**config.mk**
```make
export PLATFORM = sky130hd
export DESIGN_NAME = gen_regfile_sb
export DESIGN_NICKNAME = d
export VERILOG_FILES = /design/src/rtl/gen_regfile_sb.sv
export SDC_FILE = /design/constraint.sdc
export NUM_CORES = 1
export LEC_CHECK = 0
export BUFFER_PORTS_ARGS = -buffer_cell sky130_fd_sc_hd__buf_2
export CAP_MARGIN = 40
export CORE_ASPECT_RATIO = 0.6
export CORE_UTILIZATION = 45
export CTS_CLUSTER_DIAMETER = 80
export CTS_CLUSTER_SIZE = 8
export DETAILED_ROUTE_END_ITERATION = 7
export GPL_TIMING_DRIVEN = 1
export PLACE_DENSITY = 0.72
export SLEW_MARGIN = 20
export SYNTH_ARGS = -nofsm -noshare
export SYNTH_HDL_FRONTEND = slang
export SYNTH_SLANG_ARGS = --single-unit
```
**constraint.sdc**
```tcl
create_clock -name clk -period 1.6 [get_ports clk]
set_input_delay 0.08 -clock clk [delete_from_list [all_inputs] [get_ports clk]]
set_output_delay 0.08 -clock clk [all_outputs]
set_load 0.03 [all_outputs]
```
**src/rtl/gen_regfile_sb.sv**
```systemverilog
// Parametrised register file (reg 0 hardwired to zero) with two bypassed read ports,
// one write port and a per-register pending scoreboard for RAW hazard detection.
module gen_regfile_sb #(
  parameter int XLEN = 32,
  parameter int NREG = 16,
  parameter int AW   = $clog2(NREG)
) (
  input  logic            clk,
  input  logic            rstn,
  input  logic [AW-1:0]   ra1,
  output logic [XLEN-1:0] rd1,
  output logic            busy1,
  input  logic [AW-1:0]   ra2,
  output logic [XLEN-1:0] rd2,
  output logic            busy2,
  input  logic            we,
  input  logic [AW-1:0]   wa,
  input  logic [XLEN-1:0] wd,
  input  logic            iss_valid,
  input  logic [AW-1:0]   iss_rd,
  input  logic            flush,
  output logic            any_busy
);

  logic [XLEN-1:0] r_regs [1:NREG-1];
  logic [XLEN-1:0] w_rf   [NREG];
  logic [NREG-1:0] r_pend;
  logic [NREG-1:0] w_pend_next;
  logic [NREG-1:1] w_wr_sel;
  logic            w_hit1;
  logic            w_hit2;

  genvar gi;
  generate
    for (gi = 0; gi < NREG; gi++) begin : g_reg
      if (gi == 0) begin : g_zero
        assign w_rf[gi]        = '0;
        assign w_pend_next[gi] = 1'b0;
      end else begin : g_live
        assign w_wr_sel[gi] = we && (wa == AW'(gi));
        assign w_rf[gi]     = r_regs[gi];

        // Flush beats issue; issue (younger producer) beats a same-cycle writeback.
        always_comb begin
          w_pend_next[gi] = r_pend[gi];
          if (flush)
            w_pend_next[gi] = 1'b0;
          else if (iss_valid && (iss_rd == AW'(gi)))
            w_pend_next[gi] = 1'b1;
          else if (w_wr_sel[gi])
            w_pend_next[gi] = 1'b0;
        end

        always_ff @(posedge clk or negedge rstn) begin
          if (!rstn)
            r_regs[gi] <= '0;
          else if (w_wr_sel[gi])
            r_regs[gi] <= wd;
        end
      end
    end
  endgenerate

  always_ff @(posedge clk or negedge rstn) begin
    if (!rstn)
      r_pend <= '0;
    else
      r_pend <= w_pend_next;
  end

  // A writeback to the address being read is forwarded and also resolves its hazard.
  assign w_hit1 = we && (wa == ra1);
  assign w_hit2 = we && (wa == ra2);

  always_comb begin
    rd1 = w_rf[ra1];
    if (ra1 == '0)
      rd1 = '0;
    else if (w_hit1)
      rd1 = wd;
  end

  always_comb begin
    rd2 = w_rf[ra2];
    if (ra2 == '0)
      rd2 = '0;
    else if (w_hit2)
      rd2 = wd;
  end

  assign busy1    = r_pend[ra1] & ~w_hit1;
  assign busy2    = r_pend[ra2] & ~w_hit2;
  assign any_busy = |r_pend;

endmodule

```
==> qor.csv <==
metric,value,unit
status,"complete, but fails checks",
violations,setup timing,
grt_first_pass_wirelength,140000,µm
whs_path_depth,2,
first_global_vias,22123,
setup_violations,67,
place_area,31400,µm²
p_total,43.2,mW
drc,0,
r2r_cells,4,
synth_top_cell_by_area,dfrtp_1,
clkSinkCount,495,
nNetsFinal,2410,
p_comb_frac,0.278,
hp-class,input pin to flip-flop,
worst_slack,-0.803,ns
fin_crit_sh,1.50,
hold_viol_final,0,
yosysTopAreaCellShare,0.445,
wl,91700,µm
yosysWarnings,0,
grt_max_degree,67,
synthMuxAreaShare,0.407,
cp_slowest_cell,mux4_2,
r2r-start,r_pend[12],
yosys.area_share.simple,0.0308,
synthAdderAreaFrac,0,
diodes,0,
synthTopCellsByArea,"dfrtp_1 45%, mux2_2 18%, mux4_2 10%",
period_needed,2.40,ns
power_frac_seq,0.409,
path_class,flip-flop to primary output,
core,61000,µm²
wl_per_cell,28.7,µm
drive_gt1_frac,0.519,
swShare,0.299,
synthFlopType,dfrtp_1,
antenna_found_initial,7,
routed-via-count,20619,
syn_area_per_cell,13.4,µm²
htree_levels,3,
synth_top_family_by_area,multiplexers,
fin_cells,3191,
synthesis.area,27800,µm²
holdCritStartpoint,wd[10],
crit_path_end_kind,primary output,
cap_viol_max_count,0,
skew,0,ns
path_cells,mux4_2 > mux2i_4 > nand2_1 > a32o_2 > buf_6,
dieHeight,195,µm
syn_to_final_growth,24.2,%
irDropWorstVdd,0.000997,V
intPower,30.3,mW
ys_ff_latch,495,
total_leakage_power,15.2,nW
switching_power,12.9,mW
synth-edff-count,0,
ff2ff_setup_slack,0.12,ns
critPathArrivalTime,2.32,ns
rows,70,
fp.dieW,323,µm
drtPass1Iterations,5,
synth_nets,2126,
yosysMostFrequentCell,dfrtp_1,
slew_viol_final,0,
cp-start-kind,flip-flop,
gp_congestion,0.889,
die_area,62900,µm²
path_clk_slew,0.05,ns
ant_nets,0,
maxSlewHeadroom,0.450,
cts-buffers-inserted,71,
hpwl,61900,µm
hold_path_end,r_regs[106],
fmax,416,MHz
clock_latency,0.58,ns
port_buffers,119,
ios,120,
start_util,0.456,
ys_async_sr_fraction,1.00,
ys_types,43,
synth_xor_area_frac,0.00252,
slowest_delay,0.51,ns
avgViaCountPerCell,6.46,
critPathMaxFanout,3,
grt-ovfl-total,0,
drt_iter0_markers,2007,
grtUsageTotal,0.296,
r2r-end,r_pend[12],
critPathRequiredTime,1.52,ns
rsz0062_at_grt,true,
power.density,1250,nW/µm²
synth_compound_area_frac,0.0727,
ys_seq_area_frac,0.445,
place_inst,3043,
final_cell_area,34600,µm²
tightest_slew,0.824,ns
cts_tree,yes,
root_buffer,clkbuf_16,
syn_inst,2073,
clock_path_buffers,3,
pwr-share-clk,0.313,
synth_commonest_cells,"495 x dfrtp_1, 457 x mux2_2, 191 x mux2i_1, 127 x mux4_2, 95 x buf_2",
[power by group through the flow]
stage               Sequential (mW)  Combinational (mW)  Clock [mW]
finish                         17.7                12.0        13.5
detailed placement             17.7                10.9           0
global placement               17.4                10.5           0
global route                   18.0                12.7        14.2
floorplan                      16.9                7.86           0
CTS                            17.6                11.8        13.7
[cells by family (layout without fill, tap and decap cells)]
logic type                after synthesis  in the layout
AOI/OAI and AO/OA                     285            285
xor gates and xnor gates                8              8
buffers and inverters                 214            504
DFF                                   495            495
muxes                                 871            871
and+or+nand+nor                       200            200
[worst max-delay path by stage]
| stage | start | depth (start not counted) | slack, ns | end |
|---|---|---|---|---|
| global placement | ra2[0] | 9 | -0.50 | rd2[14] |
| floorplan | ra1[2] | 6 | -0.03 | busy1 |
| global route | r_regs[46] | 5 | -0.83 | rd1[14] |
| detailed placement | ra2[0] | 9 | -0.55 | rd2[14] |
| finish | r_regs[66] | 5 | -0.80 | rd2[2] |
| CTS | r_regs[66] | 5 | -0.77 | rd2[2] |
[state kept, by name, indices dropped and copies added (netlist names)]
register  cells
r_pend       15
r_regs      480
[layout make-up]
class | count | area [µm²]
fill | 4745 | 26500
inverter | 1 | 3.75
clock inverter | 5 | 87.6
sequential | 495 | 12400
timing repair buffer | 424 | 4550
multi-input combinational | 1364 | 14700
clock buffer | 74 | 1830
tap | 828 | 1040
[critical path: cells and delay by family (launching register included)]
family | cells | cell delay, ns
AOI/OAI and AO/OA | 1 | 0.35
buffers and inverters | 1 | 0.16
DFF | 1 | 0.40
muxes | 2 | 0.72
and+or+nand+nor | 1 | 0.09
[layout by cell type (no fill, tap or decap), types with 71 or more instances in the layout]
cell | synthesis | layout
dfrtp_1 | 495 | 495
buf_4 | 25 | 185
nand2_1 | 75 | 74
nor2_1 | 83 | 72
mux2_2 | 457 | 456
mux4_2 | 127 | 135
clkbuf_16 | 0 | 73
mux2i_1 | 191 | 180
buf_6 | 10 | 71
buf_12 | 4 | 89
[stage by stage]
step | util | worst slack [ns] | hold slack, ns | TNS [ns]
final | 0.566 | -0.803 | 0.0396 | -42.80
after global routing | 0.566 | -0.834 | 0.0381 | -47.09
after CTS | 0.564 | -0.772 | 0.00835 | -43.43
after detailed placement | 0.514 | -0.546 | -0.0103 | -58.58
after global placement | 0.514 | -0.501 | -0.0138 | -50.88
after floorplan | - | -0.0345 | -0.216 | -0.0349
[layer usage]
| layer | global-route usage | part of all wire |
|---|---|---|
| met1 | 0.415 | 0.42 |
| met2 | 0.438 | 0.44 |
| met3 | 0.0945 | 0.11 |
| met4 | 0.0876 | 0.028 |
| met5 | 0 | 0 |
[what timing repair did]
item,in CTS,in global routing
buffers inserted,20,17
hold buffers,38,0
setup endpoints to repair,67,70
hold endpoints to repair,725,0
pin swaps,70,11
resized for setup,217,17
Note: power is estimated with default switching activity, not from simulation.
